File: src/rtl/qs_pkg.sv
// qs_pkg: shared Q16.16 types and order-generator state encoding
package qs_pkg;
    typedef logic signed [31:0] q16_t;
    localparam q16_t Q16_ONE = 32'sd65536;
    typedef enum logic [2:0] {IDLE, EVAL, SEND, COOL, HALT} qs_ord_state_e;
endpackage

File: src/rtl/qs_pos_clip.sv
// qs_pos_clip: order quantity clipped to the remaining position headroom
module qs_pos_clip #(
    parameter int DATA_W    = 32,
    parameter int ORDER_QTY = 65536,
    parameter int POS_LIMIT = 196608
) (
    input  logic signed [DATA_W-1:0] pos,
    input  logic                     side,
    output logic        [DATA_W-1:0] qty,
    output logic                     zero
);
    localparam logic signed [DATA_W:0] LIM = (DATA_W+1)'(POS_LIMIT);
    localparam logic signed [DATA_W:0] OQ  = (DATA_W+1)'(ORDER_QTY);
    logic signed [DATA_W:0] head, wide;
    assign head = side ? LIM - {pos[DATA_W-1], pos} : LIM + {pos[DATA_W-1], pos};
    assign wide = head < OQ ? head : OQ;
    assign zero = wide[DATA_W] || wide == '0;
    assign qty  = wide[DATA_W-1:0];
endmodule

File: src/rtl/qs_order_gen.sv
// qs_order_gen: turns accepted strategy samples into position-limited orders
module qs_order_gen
    import qs_pkg::*;
#(
    parameter int DATA_W    = 32,
    parameter int THRESH    = 16384,
    parameter int ORDER_QTY = 65536,
    parameter int POS_LIMIT = 196608,
    parameter int COOLDOWN  = 4
) (
    input  logic                     clk,
    input  logic                     rst_n,
    input  logic                     sig_valid,
    output logic                     sig_ready,
    input  logic signed [DATA_W-1:0] signal_in,
    input  logic                     allow_in,
    input  logic                     kill_in,
    output logic                     ord_valid,
    input  logic                     ord_ready,
    output logic                     ord_side,
    output logic        [DATA_W-1:0] ord_qty,
    output logic signed [DATA_W-1:0] position_out,
    output logic                     halted,
    input  logic                     clear_halt,
    output logic [15:0]              drop_cnt
);
    localparam int CW = $clog2(COOLDOWN + 2);
    localparam logic signed [DATA_W-1:0] TH = DATA_W'(THRESH);
    qs_ord_state_e state, state_n;
    logic signed [DATA_W-1:0] sig_r, sig_n, pos_n;
    logic allow_r, allow_n, kill_r, kill_n, valid_n, side_n, buy, trig, zero;
    logic [DATA_W-1:0] qty_n, clip_qty;
    logic [15:0] drop_n;
    logic [CW-1:0] cnt, cnt_n;
    assign buy  = !sig_r[DATA_W-1] && |sig_r;
    assign trig = sig_r > TH || sig_r < -TH;
    qs_pos_clip #(.DATA_W(DATA_W), .ORDER_QTY(ORDER_QTY), .POS_LIMIT(POS_LIMIT)) u_clip (
        .pos(position_out), .side(buy), .qty(clip_qty), .zero(zero)
    );
    // next-state and next-output decode; every register reloads itself by default
    always_comb begin
        state_n = state;
        sig_n   = sig_r;
        allow_n = allow_r;
        kill_n  = kill_r;
        valid_n = ord_valid;
        side_n  = ord_side;
        qty_n   = ord_qty;
        pos_n   = position_out;
        drop_n  = drop_cnt;
        cnt_n   = cnt;
        case (state)
            IDLE: if (sig_valid && sig_ready) begin
                sig_n   = signal_in;
                allow_n = allow_in;
                kill_n  = kill_in;
                state_n = EVAL;
            end
            EVAL: if (kill_r) state_n = HALT;
                else if (!allow_r || !trig || zero) begin
                    drop_n  = drop_cnt + 16'(drop_cnt != 16'hFFFF);
                    state_n = IDLE;
                end else begin
                    valid_n = 1'b1;
                    side_n  = buy;
                    qty_n   = clip_qty;
                    state_n = SEND;
                end
            SEND: if (ord_ready) begin
                pos_n   = ord_side ? position_out + $signed(ord_qty) : position_out - $signed(ord_qty);
                valid_n = 1'b0;
                cnt_n   = CW'(COOLDOWN);
                state_n = COOLDOWN > 0 ? COOL : IDLE;
            end
            COOL: begin
                cnt_n   = cnt - 1'b1;
                state_n = cnt <= 1 ? IDLE : COOL;
            end
            HALT: state_n = clear_halt ? IDLE : HALT;
            default: state_n = IDLE;
        endcase
    end
    // state and output registers; ready/halted decode the upcoming state
    always_ff @(posedge clk) begin
        if (!rst_n) begin
            state        <= IDLE;
            sig_ready    <= 1'b0;
            halted       <= 1'b0;
            sig_r        <= '0;
            allow_r      <= 1'b0;
            kill_r       <= 1'b0;
            ord_valid    <= 1'b0;
            ord_side     <= 1'b0;
            ord_qty      <= '0;
            position_out <= '0;
            drop_cnt     <= '0;
            cnt          <= '0;
        end else begin
            state        <= state_n;
            sig_ready    <= state_n == IDLE || state_n == HALT;
            halted       <= state_n == HALT;
            sig_r        <= sig_n;
            allow_r      <= allow_n;
            kill_r       <= kill_n;
            ord_valid    <= valid_n;
            ord_side     <= side_n;
            ord_qty      <= qty_n;
            position_out <= pos_n;
            drop_cnt     <= drop_n;
            cnt          <= cnt_n;
        end
    end
endmodule

File: config.mk
export PLATFORM = sky130hd
export DESIGN_NAME = qs_order_gen
export DESIGN_NICKNAME = d
export VERILOG_FILES = /design/src/rtl/qs_pkg.sv /design/src/rtl/qs_pos_clip.sv /design/src/rtl/qs_order_gen.sv
export SDC_FILE = /design/constraint.sdc
export NUM_CORES = 1
export LEC_CHECK = 0
export CAP_MARGIN = 20
export CELL_PAD_IN_SITES_DETAIL_PLACEMENT = 0
export CELL_PAD_IN_SITES_GLOBAL_PLACEMENT = 1
export CORE_MARGIN = 4
export CORE_UTILIZATION = 40
export CTS_CLUSTER_DIAMETER = 60
export DETAILED_ROUTE_END_ITERATION = 16
export PLACE_DENSITY = 0.9
export SLEW_MARGIN = 40
export SYNTH_ARGS = -nofsm -noshare
export SYNTH_HDL_FRONTEND = slang
export SYNTH_SLANG_ARGS = --single-unit
File: constraint.sdc
create_clock -name clk -period 7.5 [get_ports clk]
set_clock_uncertainty 0.2 [all_clocks]
set_input_delay 1.5 -clock clk [delete_from_list [all_inputs] [get_ports clk]]
set_output_delay 1.5 -clock clk [all_outputs]
set_load 0.03 [all_outputs]
Word-level counts from Yosys, hierarchy flattened:

Index checks and enable logic that the tools add are counted.

* input bits: 39
* output and inout bits: 84
* flip-flop bits (word level): 124
* word-level logic and storage cells: 71

* eq/ne operators: 9
* $lt $le $gt $ge: 4
* reduce and logical (&&, ||, !) cells: 22
* muxes and demuxes: 16
* bitwise operators: 2
* $add $sub $neg: 6

Operator list (count)
* 33-bit 2-to-1 mux: 2
* 19-bit by 32-bit adder with 33-bit output (first input constant): 1
* 33-bit zero test: 1
* 33-bit by 18-bit less-than comparator with 1-bit output (second input constant): 1
* 19-bit by 32-bit subtractor with 33-bit output (first input constant): 1
* 32-bit adder: 1
* 32-bit by 16-bit greater-than comparator with 1-bit output (second input constant): 1
* 32-bit by 15-bit less-than comparator with 1-bit output (second input constant): 1
* 32-bit 2-to-1 mux: 1
* 32-bit OR reduction: 1
* 32-bit subtractor: 1
* 16-bit by 1-bit adder with 16-bit output: 1
* 16-bit != test (second input constant): 1
* 3-bit 2-to-1 mux: 5
* 3-bit one-hot mux with 5 select lines: 1
* 3-bit by 2-bit equality test with 1-bit output (second input constant): 2
* 3-bit equality test (second input constant): 2
* 3-bit zero test: 2
* 2-bit != test (second input constant): 3
* 3-bit one-hot mux with 2 select lines: 1
* 2-bit AND reduction: 3
* 3-bit AND reduction: 2
* 1-bit logical OR: 5
* 2-bit 2-to-1 mux: 2
* other kinds (10): 17

Logic depth before layout (Yosys ltp):

Gate-level depths: netlist (run 1).

* depth after elaboration: 13
* gate-level depth with buffers: 23
* gate-level depth less buffers: 20

Hierarchy:

A second synthesis (run 1) with hierarchy kept.

* cell total of the unflattened synthesis: 1077
* area total of the unflattened synthesis: 8577.0 µm²

By module, submodules not included
* qs_order_gen: area an instance 7234.4 µm², seq. area each 2482.4 µm², cells an instance 868, instances 1
* qs_pos_clip: area an instance 1342.5 µm², seq. area each 0.0 µm², cells an instance 209, instances 1

Least setup slack after synthesis (run 1):

OpenSTA, ideal clock, no wires.

* path kind: reg-to-reg
* from: register position_out[0]
* to: register drop_cnt[13]
* cell stages (with the launch flop): 20
* data arrival time: 5.281 ns
* setup slack: 1.947 ns
* setup time: 0.072 ns
* buffers on the path: 2
* clock period less this slack: 5.553 ns
* required time: 7.228 ns
* cells stage by stage: dfxtp_1 > inv_1 > ha_1 > or3b_2 > or4_4 > o21ai_4 > or3b_1 > a21oi_2 > o211a_1 > nand4bb_1 > or3_1 > ha_1 > clkbuf_1 > a21oi_1 > or4_1 > nor4_4 > o21bai_2 > buf_6 > nor4_1 > mux2i_1

* word-level cells in the longest chain between the ends: 8
* elaborated cells between the ends (all ways): 9

Ends and longest elaborated chain
* start: declaration: RTL line qs_order_gen.sv:22 `output logic signed [DATA_W-1:0] position_out,`
* start signal: assignment: RTL line qs_order_gen.sv:108 `position_out <= pos_n;`
* 19-bit by 32-bit adder with 33-bit output / 19-bit by 32-bit subtractor with 33-bit output (equally long branches): RTL line qs_pos_clip.sv:15 `assign head = side ? LIM - {pos[DATA_W-1], pos} : LIM + {pos[DATA_W-1], pos};`
* 33-bit 2-to-1 mux (*): RTL line qs_pos_clip.sv:15
* 33-bit by 18-bit less-than comparator with 1-bit output: RTL line qs_pos_clip.sv:16 `assign wide = head < OQ ? head : OQ;`
* 33-bit 2-to-1 mux (*): RTL line qs_pos_clip.sv:16
* 33-bit zero test: RTL line qs_pos_clip.sv:17 `assign zero = wide[DATA_W] || wide == '0;`
* 1-bit logical OR (*): RTL line qs_pos_clip.sv:17
* 1-bit logical OR (*): RTL line qs_order_gen.sv:60 `else if (!allow_r || !trig || zero) begin`
* 3-bit AND reduction (no line) (*)
* end signal: assignment: RTL line qs_order_gen.sv:109 `drop_cnt <= drop_n;`
* end: declaration: RTL line qs_order_gen.sv:25 `output logic [15:0] drop_cnt`

Mark *: on every way between the ends. The rest lies on a longest branch, timed or not.
A chain may end at the register's enable or synchronous reset.

Final worst setup path (run 1):

* from: register position_out[1]
* to: register drop_cnt[14]

Same word-level chain as after synthesis.

==> results of run 1 <==
[cells in the final DEF (no fill, tap or decap), types with 5 or more instances in the layout]
| cell | count |
|---|---|
| o21a_1 | 6 |
| nand2b_1 | 15 |
| xor2_1 | 39 |
| buf_4 | 15 |
| clkbuf_16 | 17 |
| o31ai_1 | 5 |
| a31oi_1 | 5 |
| a211oi_1 | 7 |
| inv_6 | 6 |
| nand3b_1 | 7 |
| or4_1 | 7 |
| inv_8 | 6 |
| ha_1 | 41 |
| dfxtp_1 | 124 |
| nor4_1 | 24 |
| and2_1 | 5 |
| mux2i_1 | 17 |
| inv_1 | 23 |
| nand3_1 | 72 |
| o211ai_1 | 7 |
| o21ai_0 | 61 |
| a21oi_1 | 153 |
| nor2_1 | 92 |
| xnor2_1 | 31 |
| nor3_1 | 34 |
| nand4_1 | 12 |
| or3_1 | 17 |
| nand2_1 | 166 |
| and4_1 | 5 |
| and3_1 | 8 |
| a21o_1 | 18 |
| clkdlybuf4s50_1 | 122 |
[cell usage after synthesis, types with 4 or more instances]
| master | n | area, sq um |
|---|---|---|
| nor4_1 | 26 | 163 |
| and3_1 | 8 | 50.1 |
| o21a_1 | 6 | 45.0 |
| o211ai_1 | 7 | 52.6 |
| ha_1 | 41 | 513 |
| and4_1 | 5 | 43.8 |
| clkbuf_1 | 52 | 195 |
| inv_1 | 24 | 90.1 |
| dfxtp_1 | 124 | 2480 |
| and2_1 | 5 | 31.3 |
| a211oi_1 | 7 | 52.6 |
| xor2_1 | 39 | 342 |
| or3_1 | 17 | 106 |
| nor3_1 | 35 | 175 |
| nand3b_1 | 7 | 52.6 |
| o31ai_1 | 5 | 37.5 |
| xnor2_1 | 31 | 272 |
| mux2i_1 | 17 | 170 |
| or4_1 | 8 | 60.1 |
| nand4_1 | 12 | 75.1 |
| nor2_1 | 92 | 345 |
| buf_2 | 13 | 65.1 |
| or2_2 | 4 | 25.0 |
| a21oi_1 | 153 | 766 |
| nand2_1 | 166 | 623 |
| a21o_1 | 18 | 135 |
| nand3_1 | 72 | 360 |
| nor3b_1 | 5 | 37.5 |
| o21ai_0 | 61 | 305 |
| or4_4 | 4 | 45.0 |
| nand2b_1 | 15 | 93.8 |
| a31oi_1 | 6 | 37.5 |
[through the flow]
stage	hold slack (ns)	power (uW)
5_1_grt	0.279	1710
3_3_place_gp	0.243	821
3_5_place_dp	0.247	824
2_1_floorplan	0.236	778
6_report	0.257	1650
4_1_cts	0.256	1670
[critical path, delay by kind of cell (launching register included)]
| family | cells | cell delay (ns) |
|---|---|---|
| adder cells (fa/ha/maj) | 2 | 0.86 |
| AND/OR/NAND/NOR | 8 | 3.35 |
| multiplexers | 1 | 0.22 |
| AO/OA/AOI/OAI | 5 | 1.07 |
| buffers and inverters | 2 | 0.37 |
| flip-flops | 1 | 0.40 |
[worst min-delay path by stage]
stage,start,to,slack [ns]
after floorplan,sig_r[13],sig_r[13],0.24
after global placement,sig_r[10],sig_r[10],0.24
after detailed placement,sig_r[0],sig_r[0],0.25
after CTS,sig_r[0],sig_r[0],0.26
after global routing,sig_r[1],sig_r[1],0.28
final,sig_r[0],sig_r[0],0.26
[kinds of logic after synthesis]
group	synth area share [%]
flip-flops	29.1
multiplexers	2.12
XOR/XNOR	7.18
buffers and inverters	4.45
AND/OR/NAND/NOR	28.6
adder cells (fa/ha/maj)	6.24
AO/OA/AOI/OAI	22.3
[flip-flops by register name, indices dropped and copies added (netlist names)]
signal and flops:
position_out 32, allow_r 1, ord_qty 32, ord_valid 1, halted 1, cnt 3
drop_cnt 16, sig_r 32, sig_ready 1, state 3, ord_side 1, kill_r 1
[final cells by class]
type	instances	area, sq um	area share [%]
multi-input cells	941	5720	54.1
flip-flops and latches	124	2480	23.5
repair buffers	137	1330	12.6
clock buffers	17	425	4.03
well taps	275	344	3.26
clock inverters	15	166	1.58
inverters	24	92.6	0.876
[routing by layer]
layer	vias to the layer above	routed length, um
met5	-	0
met4	0	277
met3	24	1480
met1	4079	11600
met2	251	11400
li1	4357	-
[power groups by stage]
stage	Combinational [uW]	Sequential, uW	Clock [uW]
2_1_floorplan	87.6	691	0
3_3_place_gp	130	691	0
3_5_place_dp	132	691	0
4_1_cts	133	677	858
5_1_grt	145	678	887
6_report	132	677	839
==> flow_metrics.env, run 1 <==
export IMPL_slew_viol_final=0
export IMPL_final_core_util_pct=50.3
export IMPL_die_width_um=154
export IMPL_hold_violations=0
export IMPL_irDropWorstVdd_mv=0.134
export IMPL_die_h_um=154
export IMPL_top_usage_layer="met2"
export IMPL_ys_types=77
export IMPL_grt_total_usage_pct=20.5
export IMPL_n_fill_cell=2077
export IMPL_rsz0062_at_grt="false"
export IMPL_antenna_found_initial=0
export IMPL_stdcell_area_sq_mm=0.0106
export IMPL_dpl_cell_area_sq_mm=0.00996
export IMPL_r2r_setup_slack_ns=0.95
export IMPL_pre_cts_ws_ns=0.999
export IMPL_timing_rr_end="drop_cnt[14]"
export IMPL_cts_made_buffers=17
export IMPL_core_area_sq_mm=0.0210
export IMPL_drc=0
export IMPL_crit_end="drop_cnt[14]"
export IMPL_start_util_pct=40.6
export IMPL_r2r_cells=18
export IMPL_startpoint="position_out[1]"
export IMPL_syn_inst=1157
export IMPL_ys_seq_area_share_pct=29.1
export IMPL_status="finished clean"
export IMPL_ys_warn_count=0
export IMPL_antenna_cells=0
export IMPL_placementRows=53
export IMPL_wl_um=24800
export IMPL_power_switching_uw=450
export IMPL_required_ns=7.65
export IMPL_firstDrtPassIters=5
export IMPL_swShare_pct=27.3
export IMPL_ios=123
export IMPL_drive_above_1_share_pct=6.36
export IMPL_via_per_inst=5.68
export IMPL_finalSetupTns_ns=0
export IMPL_hold_buffers=0
export IMPL_grt_pass1_vias=8071
export IMPL_holdCritPathClass="flop to flop"
export IMPL_dp_cells=1501
export IMPL_synth_nets=1238
export IMPL_worst_slew_pin_slew_ns=0.759
export IMPL_cp_start_kind="flop"
export IMPL_setup_viol=0
export IMPL_slew_headroom_pct=49.4
export IMPL_path_max_fanout=19
export IMPL_rr_startpoint="position_out[1]"
export IMPL_fmax_mhz=153
export IMPL_use_met2_pct=32.7
export IMPL_worst_path_max_delay_cell="ha_1"
export IMPL_comb_power_share_pct=8.0
export IMPL_grt_start_max_net_pins=56
export IMPL_ys_seq_elements=124
export IMPL_overflow=0
export IMPL_io_buffers=122
export IMPL_internal_power_uw=1200
export IMPL_synth_main_ff_cell="dfxtp_1"
export IMPL_cts_num_sinks=124
export IMPL_insertion_delay_ns=0.42
export IMPL_place_gp_congestion=0.891
export IMPL_async_flop_share_pct=0
export IMPL_post_route_min_period_ns=6.55
export IMPL_holdPathStages=2
export IMPL_syn_avg_cell_area_sq_um=7.38
export IMPL_cts_path_max_buffers=2
export IMPL_hpwl_um=17800
export IMPL_post_cts_resized=0
export IMPL_p_leak_uw=0.00417
export IMPL_area_growth_pct=23.7
export IMPL_cts_htree_levels=4
export IMPL_synth_edf_count=0
export IMPL_final_period_utilization_pct=87.3
export IMPL_antenna_left=0
export IMPL_die_area_sq_mm=0.0238
export IMPL_root_buffer="clkbuf_16"
export IMPL_synth_area_sq_mm=0.00854
export IMPL_crit_path_end_kind="flop"
export IMPL_grtUsageMet1_pct=28.8
export IMPL_wl_per_cell_um=16.1
export IMPL_cpPeakStageDelay_ns=0.63
export IMPL_nNetsFinal=1326
export IMPL_worst_setup_path_type="flop to flop"
export IMPL_met3_usage_pct=3.38
export IMPL_drtIter0Drc=611
export IMPL_clkSlewWorstSetupHoldPaths_ns=0.06
export IMPL_maxCapViolCount=0
export IMPL_cts_tree="done"
export IMPL_pwr_share_seq_pct=41.1
export IMPL_final_cells=1533
export IMPL_cts_setup_buffers=0
export IMPL_fin_ws_ns=0.950
export IMPL_grt_pass1_wl_um=40700
export IMPL_p_clk_share_pct=50.9
export IMPL_cp_arrival_ns=6.70
export IMPL_vias=8711
export IMPL_powerDensity_mw_per_mm2=156
export IMPL_crit_chain="inv_1 -> ha_1 -> or3b_2 -> or4_4 -> o21ai_4 -> or3b_1 -> a21oi_2 -> o211a_1 -> nand4bb_1 -> or3_1 -> ha_1 -> inv_1 -> o21a_1 -> or4_1 -> nor4_4 -> o21bai_2 -> nor4b_1 -> mux2i_1"
Note: power is estimated with default switching activity, not from simulation.
==> run 2: changes to the inputs <==
--- a/config.mk
+++ b/config.mk
@@ -5,7 +5,7 @@
 export SDC_FILE = /design/constraint.sdc
 export NUM_CORES = 1
 export LEC_CHECK = 0
-export CAP_MARGIN = 20
+export CAP_MARGIN = 40
 export CELL_PAD_IN_SITES_DETAIL_PLACEMENT = 0
 export CELL_PAD_IN_SITES_GLOBAL_PLACEMENT = 1
 export CORE_MARGIN = 4
==> results of run 2 <==
The final DEF is identical to that of run 1; final timing and power are the same.
==> run 3: changes to the inputs <==
--- a/config.mk
+++ b/config.mk
@@ -13,7 +13,7 @@
 export CTS_CLUSTER_DIAMETER = 60
 export DETAILED_ROUTE_END_ITERATION = 16
 export PLACE_DENSITY = 0.9
-export SLEW_MARGIN = 40
+export SLEW_MARGIN = 20
 export SYNTH_ARGS = -nofsm -noshare
 export SYNTH_HDL_FRONTEND = slang
 export SYNTH_SLANG_ARGS = --single-unit
==> run 3 against run 2 <==
Clock-buffer cell count unchanged. Total power is 0.61% higher. Combinational power up 3%. Wire length shrank 0.17%. Via count is 1.0% lower. Register-to-register slack better by 0.03 ns. Global-route usage grew 0.14 points. Design area rose by 0.38%. Core utilization rose by 0.19 points. Critical path depth unchanged. Maximum frequency increased by 0.51%. Critical path type unchanged. Critical endpoint is now drop_cnt[3]. Largest power group unchanged.
==> flow_metrics.env, run 3 (same netlist as run 1, synthesis figures left out) <==
export IMPL_clkSlewWorstSetupHoldPaths_ns=0.06
export IMPL_insertion_delay_ns=0.43
export IMPL_finalSetupTns_ns=0
export IMPL_core_area_sq_mm=0.0210
export IMPL_critical_path_buf_inv_count=2
export IMPL_drive_above_1_share_pct=6.42
export IMPL_dp_cells=1504
export IMPL_hold_violations=0
export IMPL_drc=0
export IMPL_holdCritPathClass="flop to flop"
export IMPL_path_max_fanout=19
export IMPL_start_util_pct=40.6
export IMPL_root_buffer="clkbuf_16"
export IMPL_die_area_sq_mm=0.0238
export IMPL_largestRegisters="ord_qty (32), position_out (32), sig_r (32)"
export IMPL_final_period_utilization_pct=86.9
export IMPL_ios=123
export IMPL_antenna_found_initial=0
export IMPL_fmax_mhz=153
export IMPL_grt_pass1_wl_um=40900
export IMPL_status="finished clean"
export IMPL_antenna_left=0
export IMPL_slew_headroom_pct=46.4
export IMPL_cp_arrival_ns=6.67
export IMPL_firstDrtPassIters=5
export IMPL_mostFrequentLayoutCell="nand2_1"
export IMPL_pre_cts_ws_ns=1.06
export IMPL_nNetsFinal=1330
export IMPL_cp_top_family="simple AND/OR/NAND/NOR gates"
export IMPL_post_route_min_period_ns=6.52
export IMPL_grt_pass1_vias=8054
export IMPL_cts_setup_buffers=0
export IMPL_maxCapViolCount=0
export IMPL_die_h_um=154
export IMPL_cts_num_sinks=124
export IMPL_cpPeakStageDelay_ns=0.63
export IMPL_power_uw=1660
export IMPL_io_buffers=122
export IMPL_slew_viol_final=0
export IMPL_die_width_um=154
export IMPL_wl_per_cell_um=16.1
export IMPL_grt_total_usage_pct=20.6
export IMPL_wl_um=24700
export IMPL_rsz0062_at_grt="false"
export IMPL_final_cells=1537
export IMPL_stdcell_area_sq_mm=0.0106
export IMPL_cts_htree_levels=4
export IMPL_cts_path_max_buffers=2
export IMPL_worst_path_max_delay_cell="ha_1"
export IMPL_place_gp_congestion=0.891
export IMPL_post_cts_resized=0
export IMPL_powerDensity_mw_per_mm2=156
export IMPL_hold_buffers=0
export IMPL_worst_slew_pin_slew_ns=0.796
export IMPL_placementRows=53
export IMPL_worst_setup_path_type="flop to flop"
export IMPL_overflow=0
export IMPL_setup_viol=0
export IMPL_cts_tree="done"
export IMPL_hpwl_um=18000
export IMPL_final_cell_mix="166 x nand2_1, 153 x a21oi_1, 124 x dfxtp_1"
export IMPL_p_leak_uw=0.00419
export IMPL_cp_start_kind="flop"
export IMPL_via_per_inst=5.61
export IMPL_vias=8624
export IMPL_crit_chain="inv_1 -> ha_1 -> or3b_2 -> or4_4 -> o21ai_4 -> or3b_1 -> a21oi_2 -> o211a_1 -> nand4bb_1 -> or3_1 -> ha_1 -> inv_1 -> o21a_1 -> or4_1 -> nor4_4 -> o21bai_2 -> or4_1 -> a21oi_1"
export IMPL_dpl_cell_area_sq_mm=0.0100
export IMPL_n_fill_cell=2061
export IMPL_irDropWorstVdd_mv=0.122
export IMPL_area_growth_pct=24.1
export IMPL_drtIter0Drc=552
export IMPL_required_ns=7.65
export IMPL_fin_ws_ns=0.983
export IMPL_crit_path_end_kind="flop"
export IMPL_cts_made_buffers=17
export IMPL_grt_start_max_net_pins=51
export IMPL_antenna_cells=0
## run 3: where the power goes
group | leakage, uW | switching [uW] | total, uW | internal (uW)
registers | 0.00100 | 8.10 | 677 | 669
logic | 0.00290 | 79.4 | 136 | 56.6
clock network | 0.000292 | 369 | 845 | 477
total | 0.00419 | 456 | 1660 | 1200
## run 3: final cells by class
cell class / count / area [sq um] / area share [%]
repair buffers: 141 / 1390 / 13.1
clock buffers: 17 / 425 / 4.01
clock inverters: 15 / 171 / 1.62
well taps: 275 / 344 / 3.24
flip-flops and latches: 124 / 2480 / 23.4
multi-input cells: 941 / 5700 / 53.7
inverters: 24 / 90.1 / 0.850
## run 3: path summary, 6_finish.rpt
| kind | slack [ns] | cells after the start | start | end |
|---|---|---|---|---|
| max | 0.98 | 18 | position_out[0] | drop_cnt[3] |
| min | 0.26 | 2 | sig_r[0] | sig_r[0] |
| max reg2reg | 0.98 | 18 | position_out[0] | drop_cnt[3] |
| min reg2reg | 0.26 | 2 | sig_r[0] | sig_r[0] |
## run 3: per-layer routing
metal	up-vias	GRT usage (%)	wire length, um
met5	-	0	0
met3	19	4.02	1440
met4	0	4.04	217
met2	248	33.1	11200
met1	3996	29.0	11900
li1	4361	-	-
## run 3: through the flow
| step | util, % | hold WS [ns] |
|---|---|---|
| 2_1_floorplan | - | 0.236 |
| 3_3_place_gp | 47.3 | 0.243 |
| 3_5_place_dp | 47.6 | 0.247 |
| 4_1_cts | 50.4 | 0.256 |
| 5_1_grt | 50.4 | 0.278 |
| 6_report | 50.4 | 0.257 |
## run 3: tightest hold or removal path, cell delays in order (launching register included)
cell and delay, ns:
dfxtp_1 0.31, nand2_1 0.05, a21oi_1 0.05
